### src/rtl/mig_pkg.sv
// mig_pkg: shared definitions for the majority-inverter-graph truth-table
// evaluator.
//   - Node-index constants: node 0 is constant 0 and inputs start at node 1.
//   - State enum for the evaluator FSM.
//   - Gate-entry struct. Selectors are sized for the largest legal
//     configuration and zero-extended from the top-level SEL_W.
//   - proj_tt(): truth table of a primary input, at the widest legal width.
package mig_pkg;

  localparam int NODE_CONST0  = 0;
  localparam int NODE_IN_BASE = 1;

  // Widest node index: 1 + 6 inputs + 32 gates = 39 nodes -> 6 bits.
  localparam int SEL_MAX_W = 6;
  // Widest truth table: 2**6 bits.
  localparam int TT_MAX_W = 64;

  typedef enum logic [1:0] {
    IDLE,
    EVAL,
    OUT
  } state_t;

  // neg is {c,b,a}, matching the order of the operand selectors on cfg_sel.
  typedef struct packed {
    logic [SEL_MAX_W-1:0] sel_a;
    logic [SEL_MAX_W-1:0] sel_b;
    logic [SEL_MAX_W-1:0] sel_c;
    logic [2:0]           neg;
  } gate_t;

  // Bit j of input xi's truth table is bit i of the minterm index j.
  function automatic logic [TT_MAX_W-1:0] proj_tt(input int i);
    logic [TT_MAX_W-1:0] r;
    for (int j = 0; j < TT_MAX_W; j++) begin
      r[j] = ((j >> i) & 1) != 0;
    end
    return r;
  endfunction

endpackage

### src/rtl/mig_maj_tt.sv
// mig_maj_tt: bit-parallel three-input majority over W-bit truth tables.
// Each operand can be complemented before the vote.
// Ports:
//   a, b, c  operand truth tables
//   neg      complement flags {c,b,a}
//   y        maj(a', b', c'), computed bitwise
module mig_maj_tt #(
  parameter int W = 16
) (
  input  logic [W-1:0] a,
  input  logic [W-1:0] b,
  input  logic [W-1:0] c,
  input  logic [2:0]   neg,
  output logic [W-1:0] y
);

  logic [W-1:0] ax;
  logic [W-1:0] bx;
  logic [W-1:0] cx;

  assign ax = a ^ {W{neg[0]}};
  assign bx = b ^ {W{neg[1]}};
  assign cx = c ^ {W{neg[2]}};
  assign y  = (ax & bx) | (ax & cx) | (bx & cx);

endmodule

### src/rtl/mig_tt_eval.sv
// mig_tt_eval: programmable evaluator for majority-inverter networks.
// A program of up to MAX_GATES majority gates is loaded through the cfg_*
// port. start then evaluates one gate per cycle, and the truth table of
// the selected output node is presented on tt_out with a valid/ready
// handshake.
// Ports:
//   clk, rst                      clock and asynchronous active-high reset
//   cfg_valid/cfg_ready           gate-slot write handshake (ready only in IDLE)
//   cfg_idx, cfg_sel, cfg_neg     slot index, operand nodes {c,b,a}, complements
//   num_gates, out_sel, out_neg   run parameters, sampled on start
//   start, busy                   begin evaluation / evaluation in progress
//   tt_out, tt_valid, tt_ready    result truth table and its handshake
//   err                           sticky error, cleared by an accepted start
module mig_tt_eval
  import mig_pkg::*;
#(
  parameter  int NUM_IN    = 4,
  parameter  int MAX_GATES = 8,
  localparam int TT_W      = 2 ** NUM_IN,
  localparam int SEL_W     = $clog2(1 + NUM_IN + MAX_GATES),
  localparam int GIDX_W    = (MAX_GATES > 1) ? $clog2(MAX_GATES) : 1
) (
  input  logic                 clk,
  input  logic                 rst,
  input  logic                 cfg_valid,
  output logic                 cfg_ready,
  input  logic [GIDX_W-1:0]    cfg_idx,
  input  logic [3*SEL_W-1:0]   cfg_sel,
  input  logic [2:0]           cfg_neg,
  input  logic [GIDX_W:0]      num_gates,
  input  logic [SEL_W-1:0]     out_sel,
  input  logic                 out_neg,
  input  logic                 start,
  output logic                 busy,
  output logic [TT_W-1:0]      tt_out,
  output logic                 tt_valid,
  input  logic                 tt_ready,
  output logic                 err
);

  state_t               state;
  state_t               state_next;
  gate_t                prog    [MAX_GATES];
  logic [TT_W-1:0]      gate_tt [MAX_GATES];
  logic [GIDX_W-1:0]    g;
  logic [GIDX_W:0]      num_lat;
  logic [SEL_MAX_W-1:0] osel_lat;
  logic                 oneg_lat;

  logic [NUM_IN*TT_W-1:0]    in_flat;
  logic [MAX_GATES*TT_W-1:0] gate_flat;
  logic [MAX_GATES*TT_W-1:0] gate_fwd;
  gate_t                     cur;
  logic [TT_W:0]             look_a;
  logic [TT_W:0]             look_b;
  logic [TT_W:0]             look_c;
  logic [TT_W:0]             look_o;
  logic                      oneg_cur;
  logic [TT_W-1:0]           maj_y;
  logic cfg_fire, cfg_bad, start_ok, start_bad, last_gate, eval_bad, load_out;

  for (genvar i = 0; i < NUM_IN; i++) begin : g_in
    localparam logic [TT_MAX_W-1:0] PFULL = proj_tt(i);
    assign in_flat[i*TT_W +: TT_W] = PFULL[TT_W-1:0];
  end

  // Returns {bad, value}. Nodes at or beyond the first gate not yet valid
  // (index lim) read as 0 and are flagged.
  function automatic logic [TT_W:0] node_lookup(
    input logic [SEL_MAX_W-1:0]    sel,
    input int                      lim,
    input logic [NUM_IN*TT_W-1:0]  ins,
    input logic [MAX_GATES*TT_W-1:0] gates
  );
    int              s;
    logic [TT_W-1:0] v;
    logic            bad;
    s   = int'(sel);
    v   = '0;
    bad = 1'b0;
    if (s == NODE_CONST0) begin
      v = '0;
    end else if (s < NODE_IN_BASE + NUM_IN) begin
      v = ins[(s - NODE_IN_BASE)*TT_W +: TT_W];
    end else if (s < NODE_IN_BASE + NUM_IN + lim) begin
      v = gates[(s - NODE_IN_BASE - NUM_IN)*TT_W +: TT_W];
    end else begin
      bad = 1'b1;
    end
    return {bad, v};
  endfunction

  assign cfg_ready = (state == IDLE);
  assign busy      = (state == EVAL) || (state == OUT);
  assign cur       = prog[g];

  mig_maj_tt #(.W(TT_W)) u_maj (
    .a   (look_a[TT_W-1:0]),
    .b   (look_b[TT_W-1:0]),
    .c   (look_c[TT_W-1:0]),
    .neg (cur.neg),
    .y   (maj_y)
  );

  // gate_fwd forwards the gate written this cycle so that an output naming
  // the last gate is valid in the same cycle the gate is computed.
  always_comb begin
    gate_flat = '0;
    gate_fwd  = '0;
    for (int k = 0; k < MAX_GATES; k++) begin
      gate_flat[k*TT_W +: TT_W] = gate_tt[k];
      gate_fwd[k*TT_W +: TT_W]  = gate_tt[k];
      if (state == EVAL && int'(g) == k) gate_fwd[k*TT_W +: TT_W] = maj_y;
    end
  end

  always_comb begin
    cfg_fire  = cfg_valid && (state == IDLE);
    cfg_bad   = cfg_fire && (int'(cfg_idx) >= MAX_GATES);
    start_ok  = start && (state == IDLE) && (int'(num_gates) <= MAX_GATES);
    start_bad = start && (state == IDLE) && (int'(num_gates) > MAX_GATES);
    last_gate = (int'(g) == int'(num_lat) - 1);
    look_a    = node_lookup(cur.sel_a, int'(g), in_flat, gate_flat);
    look_b    = node_lookup(cur.sel_b, int'(g), in_flat, gate_flat);
    look_c    = node_lookup(cur.sel_c, int'(g), in_flat, gate_flat);
    eval_bad  = (state == EVAL) && (look_a[TT_W] || look_b[TT_W] || look_c[TT_W]);
    // A zero-gate run loads the result straight from IDLE using the live
    // start-time inputs, since nothing has been latched yet.
    if (state == IDLE) begin
      look_o   = node_lookup(SEL_MAX_W'(out_sel), 0, in_flat, gate_fwd);
      oneg_cur = out_neg;
      load_out = start_ok && (num_gates == '0);
    end else begin
      look_o   = node_lookup(osel_lat, int'(num_lat), in_flat, gate_fwd);
      oneg_cur = oneg_lat;
      load_out = (state == EVAL) && last_gate;
    end
  end

  always_ff @(posedge clk or posedge rst) begin
    if (rst) state <= IDLE;
    else     state <= state_next;
  end

  always_comb begin
    state_next = state;
    case (state)
      IDLE: if (start_ok) state_next = (num_gates == '0) ? OUT : EVAL;
      EVAL: if (last_gate) state_next = OUT;
      OUT:  if (tt_ready) state_next = IDLE;
      default: state_next = IDLE;
    endcase
  end

  always_ff @(posedge clk or posedge rst) begin
    if (rst) begin
      for (int k = 0; k < MAX_GATES; k++) begin
        prog[k]    <= '0;
        gate_tt[k] <= '0;
      end
      g        <= '0;
      num_lat  <= '0;
      osel_lat <= '0;
      oneg_lat <= 1'b0;
      tt_out   <= '0;
      tt_valid <= 1'b0;
      err      <= 1'b0;
    end else begin
      if (cfg_fire && !cfg_bad) begin
        prog[cfg_idx] <= '{sel_a: SEL_MAX_W'(cfg_sel[SEL_W-1:0]),
                           sel_b: SEL_MAX_W'(cfg_sel[2*SEL_W-1:SEL_W]),
                           sel_c: SEL_MAX_W'(cfg_sel[3*SEL_W-1:2*SEL_W]),
                           neg:   cfg_neg};
      end
      if (start_ok) begin
        num_lat  <= num_gates;
        osel_lat <= SEL_MAX_W'(out_sel);
        oneg_lat <= out_neg;
        g        <= '0;
      end
      if (state == EVAL) begin
        gate_tt[g] <= maj_y;
        if (!last_gate) g <= g + 1'b1;
      end
      if (load_out) begin
        tt_out   <= look_o[TT_W-1:0] ^ {TT_W{oneg_cur}};
        tt_valid <= 1'b1;
      end else if (state == OUT && tt_ready) begin
        tt_valid <= 1'b0;
      end
      // Error sources win over the clear from a start in the same cycle.
      if (cfg_bad || start_bad || eval_bad || (load_out && look_o[TT_W])) begin
        err <= 1'b1;
      end else if (start_ok) begin
        err <= 1'b0;
      end
    end
  end

endmodule

### config.mk
export PLATFORM = sky130hd
export DESIGN_NAME = mig_tt_eval
export DESIGN_NICKNAME = d
export VERILOG_FILES = /design/src/rtl/mig_pkg.sv /design/src/rtl/mig_maj_tt.sv /design/src/rtl/mig_tt_eval.sv
export SDC_FILE = /design/constraint.sdc
export NUM_CORES = 1
export LEC_CHECK = 0
export BUFFER_PORTS_ARGS = -buffer_cell sky130_fd_sc_hd__buf_2
export CAP_MARGIN = 20
export CORE_MARGIN = 2
export CORE_UTILIZATION = 30
export DETAILED_ROUTE_END_ITERATION = 10
export SYNTH_ARGS = -nofsm -noshare
export SYNTH_HDL_FRONTEND = slang
export SYNTH_SLANG_ARGS = --single-unit
### constraint.sdc
create_clock -name clk -period 9.3 [get_ports clk]
set_clock_uncertainty 0.15 [all_clocks]
set_input_delay 0.93 -clock clk [delete_from_list [all_inputs] [get_ports clk]]
set_output_delay 0.93 -clock clk [all_outputs]
set_load 0.05 [all_outputs]
# Word level (Yosys, flattened, before mapping)
# Cells that the tools add are included.
# word_totals
register_bits	328
wordCells	204
inputBits	32
output_inout_bits	20
# classes
order_cmp	15
shift	9
bitwise_logic	11
reduce_logical	35
addsub	13
eq_ne	13
mux	60
# ops
cell	n
indexed part select 128 x 12 -> 16 bit	3
2-to-1 mux 16 bit	23
indexed part select 64 x 11 -> 16 bit, first input constant	3
bitwise mux 168 bit	1
bitwise mux 128 bit	1
indexed part select 128 x 10 -> 16 bit	1
less-than comparator 7 x 32 -> 1 bit	2
indexed part select 64 x 32 -> 16 bit, first input constant	1
indexed part select 64 x 9 -> 16 bit, first input constant	1
bitwise XOR 16 bit	4
binary-select mux 21 bit (select 3 bit)	1
demux 21 bit (select 3 bit)	1
2-to-1 mux 21 bit	3
bitwise AND 16 bit	3
demux 16 bit (select 3 bit)	1
bitwise OR 16 bit	2
logical NOT 6 bit	4
subtractor 7 x 4 -> 8 bit, second input constant	3
subtractor 6 x 1 -> 7 bit, second input constant	3
2-to-1 mux 1 bit	20
logical AND 1 bit	19
less-than comparator 6 x 3 -> 1 bit, second input constant	3
2-to-1 mux 17 bit	1
subtractor 4 x 1 -> 5 bit, second input constant	3
29 further kinds	49

# Longest topological paths before layout
# depth
ltp_word	23
ltp_mapped	24
mapped_depth_nobuf	18

# Cells and area by module
# From an unflattened synthesis, not the netlist that was laid out.
# hier_totals
cells_unflattened	1895
area_unflattened_um2	19713.9
# modules_own_cells
mod	area_per_inst_um2	instances	seq_area_each_um2	cells_per_inst
mig_tt_eval	19039.5	1	7006.7	1825
mig_maj_tt	674.4	1	0.0	70

# Worst setup path after synthesis
# No wires, ideal clock.
# synth_timing
path_kind	flip-flop to flip-flop
startpoint	reg g[0]
endpoint	reg tt_out[3]
stages_incl_launch_ff	23
t_arrival_ns	4.718
setup_slack_ns	4.302
path_buffers	8
t_required_ns	9.020
setup_time_ns	0.130
period_less_slack_ns	4.998
cell_sequence	dfrtp_1 buf_6 buf_12 mux2_1 nand2_1 nand3_4 buf_12 inv_4 buf_6 clkbuf_1 ha_1 clkbuf_1 buf_1 clkbuf_1 mux2i_1 o22ai_1 a32o_1 o211ai_1 xnor2_1 maj3_1 a21oi_1 or3_1 nand3_1
# synth_between
elab_chain_len	21
elab_cells_between_ends	76
classes_between	add/sub (7); order compare (6); eq/ne (8); shift (7); mux (25); bitwise (10); reduce/logical (13)
# synth_lines
element	line	rtl
from (decl)	mig_tt_eval.sv:45	logic [GIDX_W-1:0] g;
from (signal assigned)	mig_tt_eval.sv:183	if (!last_gate) g <= g + 1'b1;
inverter 3 -> 4 bit (implied by the code)	mig_tt_eval.sv:95	assign cur = prog[g];
binary-select mux 21 bit (select 3 bit)	mig_tt_eval.sv:95	
2-to-1 mux 21 bit (implied by the code) (2 in series)	mig_tt_eval.sv:95	
subtractor 6 x 1 -> 7 bit	mig_tt_eval.sv:84, mig_tt_eval.sv:86	
subtractor 7 x 4 -> 8 bit	mig_tt_eval.sv:86	v = gates[(s - NODE_IN_BASE - NUM_IN)*TT_W +: TT_W];
indexed part select 128 x 12 -> 16 bit	mig_tt_eval.sv:86	
2-to-1 mux 16 bit	mig_tt_eval.sv:85	end else if (s < NODE_IN_BASE + NUM_IN + lim) begin
2-to-1 mux 16 bit	mig_tt_eval.sv:83	end else if (s < NODE_IN_BASE + NUM_IN) begin
(+3 left out)	--	
bitwise OR 16 bit (2 in series)	mig_maj_tt.sv:24	assign y = (ax & bx) | (ax & cx) | (bx & cx);
2-to-1 mux 16 bit	mig_tt_eval.sv:113	if (state == EVAL && int'(g) == k) gate_fwd[k*TT_W +: TT_W] = maj_y;
indexed part select 128 x 10 -> 16 bit	mig_tt_eval.sv:86	
2-to-1 mux 16 bit	mig_tt_eval.sv:85	
2-to-1 mux 16 bit	mig_tt_eval.sv:83	
2-to-1 mux 16 bit	mig_tt_eval.sv:81	if (s == NODE_CONST0) begin
2-to-1 mux 17 bit	mig_tt_eval.sv:129	if (state == IDLE) begin
bitwise XOR 16 bit	mig_tt_eval.sv:186	tt_out <= look_o[TT_W-1:0] ^ {TT_W{oneg_cur}};
to (signal assigned)	mig_tt_eval.sv:186	
to (decl)	mig_tt_eval.sv:35	output logic [TT_W-1:0] tt_out,
# Several ways; a longest one is shown, not always the timed one. The select of a mux whose other input is x is not followed.
# A chain may end at the register's enable or synchronous reset.

# Worst setup path after layout
# layout_timing
startpoint	reg g[0]
endpoint	reg tt_out[14]
# The elaborated chain is that of the path after synthesis.

==> results.txt <==
----------------------------------------------------
[STA]
  RSZ-0062 raised after global routing ... no
  Total count of hold-check failures in the final report ... 0
  Worst max-slew margin expressed relative to the limit ... 20.3%
  Final-layout setup total negative slack ... 0 ps
  Setup-failing EPs final ... 0
  Final max-slew violation count ... 0
  Final worst-path cycle share ... 72.4%
  Actual transition at the worst max-transition pin ... 1190 ps
  Clock period minus final worst setup slack ... 6730 ps
  Achievable frequency ... 149 MHz

[CTS]
  Clock-pin slew of the registers on the worst-case setup and hold paths ... 70 ps
  Setup Fix Bufs, Post-CTS ... 0
  Later-pin clock latency in the skew report ... 590 ps
  CTS Sinks ... 280
  Root buf cell ... clkbuf_16
  H-tree lvl count ... 2
  Maximum number of buffers from clock root to sink ... 3
  TritonCTS clock tree ... done
  Post-cts resize count ... 0
  Number of hold-repair buffers added at the cts stage ... 0
  TritonCTS Buffers ... 34

[Route]
  Total number of vias ... 18400
  DRC Markers ... 0
  Number of DRC markers after the initial detailed-route iteration ... 1915
  First-pass detailed-route iteration total ... 8
  Routed wirelength normalized by instance count ... 28.5 um
  Number of antenna-violating nets in the routed design ... 0
  Detail-routed via count per cell ... 6.14
  Wire length after detailed routing ... 85300 um

[Critical path]
  Crit-path leading delay family ... buffers and inverters
  Largest incremental delay on the critical path ... 770 ps
  Most numerous cell on the critical path ... buf_4
  Sequence of cells on the critical path ... buf_4 -> mux2_2 -> nand2_1 -> nand3_4 -> inv_1 -> ha_1 -> buf_4 -> inv_1 -> buf_4 -> mux4_2 -> a22o_1 -> a32o_1 -> xnor2_1 -> maj3_2 -> a21oi_1 -> o21ai_0 -> a211oi_1
  Startpoint types ... flip-flop
  Signal arrival time at the worst endpoint ... 7050 ps
  Critical path endpoint category ... flip-flop
  Worst endpoint required time ... 9620 ps
  Cell with the biggest individual delay on the critical path ... dfrtp_4
  Crit Path Max Fanout ... 35
  Buffer and inverter count on the worst path ... 5
  Setup Crit Path Kind ... reg2reg

[Floorplanning]
  Die area ... 68700 um^2
  Starting Density ... 30.3%
  Overall die width ... 262 um
  Chip height ... 262 um
  I/O pin total ... 52
  Placeable Area ... 65900 um^2
  Number of standard-cell rows in the floorplan ... 94

[Finish]
  Layout cell share with drive strength beyond 1 ... 20.8%
  Count of filler cells inserted in the layout ... 6805
  Final layout net count ... 2162
  Leading cell type in the layout, fill and taps excluded ... nand2_1
  P&R area growth vs syn ... 11.4%
  Top library cells by usage in the layout, fill and taps aside ... nand2_1 (306), dfrtp_1 (278), o21ai_0 (211), mux2_2 (138), a21oi_1 (112)

[Yosys]
  Count of flip-flops with a built-in enable after synthesis ... 0
  Count of unique library cells instantiated by Yosys ... 116
  Synthesized area per cell ... 9.45 um^2
  Number of instances in the synthesized netlist ... 2114
  Share of the yosys chip area belonging to registers ... 35.1%
  Yosys warnings ... 0
  Dominant synthesized flop cell ... dfrtp_1
  Fraction of registers with async set/reset ... 100%
  Synthesized Nets ... 2176
  Total standard cell area after synthesis ... 20000 um^2
  Flip-flop and latch count after synthesis ... 280

[Place]
  Gpl congestion ... 1.00
  Half-perimeter wire length of the detailed placement result ... 61700 um
  IO buf count ... 51

[Global route]
  Pin count of the biggest net entering global routing ... 89
  Antenna violations before repair ... 1
  Wire length of the first global-routing pass ... 125000 um
  Total routing resource utilization after global routing ... 24.7%
  Number of global-route vias before repair ... 17700
  Gr ovfl total ... 0

[Hold path]
  Class of the tightest hold or removal check ... in2async

[Run status]
  Status ... finished, final reports clean

[Run]
  Max-cap violations ... 0

----------------------------------------------------
[through the flow]
stage	cells	cell area, um^2	setup WS [ps]	utilization (%)	hold slack (ps)
5_1_grt	2990	22300	2330	33.8	344
6_report	2991	22300	2570	33.8	294
3_3_place_gp	2928	21000	2790	31.9	304
4_1_cts	2990	22300	2680	33.8	327
3_5_place_dp	2928	21000	2720	31.9	320
2_1_floorplan	2114	20000	498	-	321
[synthesized netlist by cell type, types with 7 or more instances]
cell type    n  area [um^2]
nor2_1      97          364
nor2b_1      9         56.3
inv_2        7         26.3
and3_1      17          106
clkbuf_1    90          338
xor2_1       9         78.8
or3_1       11         68.8
inv_1       33          124
dfrtp_1    280         7010
a21oi_1    112          561
a22oi_1     31          233
nand2b_1     9         56.3
a31oi_1     18          113
a311oi_1     9         78.8
a221oi_1    34          298
o211ai_1    20          150
xnor2_1     54          473
mux2_2     138         1550
o21ai_0    212         1060
o22ai_1     40          250
o221ai_1    17          149
a22o_1      10         87.6
buf_2       19         95.1
nor3_1      31          155
o21a_1      16          120
mux4_2      45         1010
buf_6       18          203
o21ai_1     11         55.1
mux2i_1     57          571
and2_1      14         87.6
a32o_1      11          110
o31ai_1      7         52.6
a221o_1     21          210
a211o_1      9         78.8
nand4_1      7         43.8
buf_4       11         82.6
ha_1        30          375
maj3_2       9          101
nand3_1     41          205
a211oi_1    16          120
a21o_1      11         82.6
nand2_1    308         1160
[layer usage]
layer	up-vias	part of all wire, %	track usage (%)
li1	7943	-	-
met5	-	0.046	0
met2	985	44	37.5
met4	4	4.5	10.1
met1	9247	43	34.3
met3	191	8.7	4.94
[registers in the layout (all words and copies together), names as in the netlist]
signal / flops
err: 1
g: 3
gate_flat: 128
num_lat: 4
oneg_lat: 1
osel_lat: 4
prog: 120
state: 2
tt_out: 16
tt_valid: 1
[path summary, 6_finish.rpt]
| path | start | to | slack, ps | depth (start not counted) |
|---|---|---|---|---|
| max in group asynchronous | rst | g[0] | 6490 | 4 |
| worst min register to register | tt_valid | tt_valid | 330 | 2 |
| worst max register to register | g[0] | tt_out[14] | 2570 | 17 |
| worst max-delay path | g[0] | tt_out[14] | 2570 | 17 |
| min in group clk | tt_valid | tt_valid | 330 | 2 |
| worst min-delay path | rst | prog[88] | 290 | 2 |
[final cells by class]
type,instances,area (um^2),share of cell area (%)
Multi-Input combinational cell,1644,12100,54.4
Antenna cell,1,2.50,0.0112
Tap cell,864,1080,4.86
Clock inverter,17,300,1.35
Clock buffer,45,962,4.32
Timing Repair Buffer,94,578,2.60
Inverter,46,203,0.911
Sequential cell,280,7010,31.5
[logic make-up after synthesis]
family / Yosys count / share of synthesized area [%]
DFF: 280 / 35.1
buffers and inverters: 190 / 4.85
xor gates and xnor gates: 64 / 2.84
adders and majority gates: 44 / 2.67
muxes: 253 / 17.0
and+or+nand+nor: 587 / 13.4
AOI/OAI and AO/OA: 696 / 24.2
Power is not shown: default switching activity piles up to over one toggle a cycle in this logic, so the estimate is an artifact.
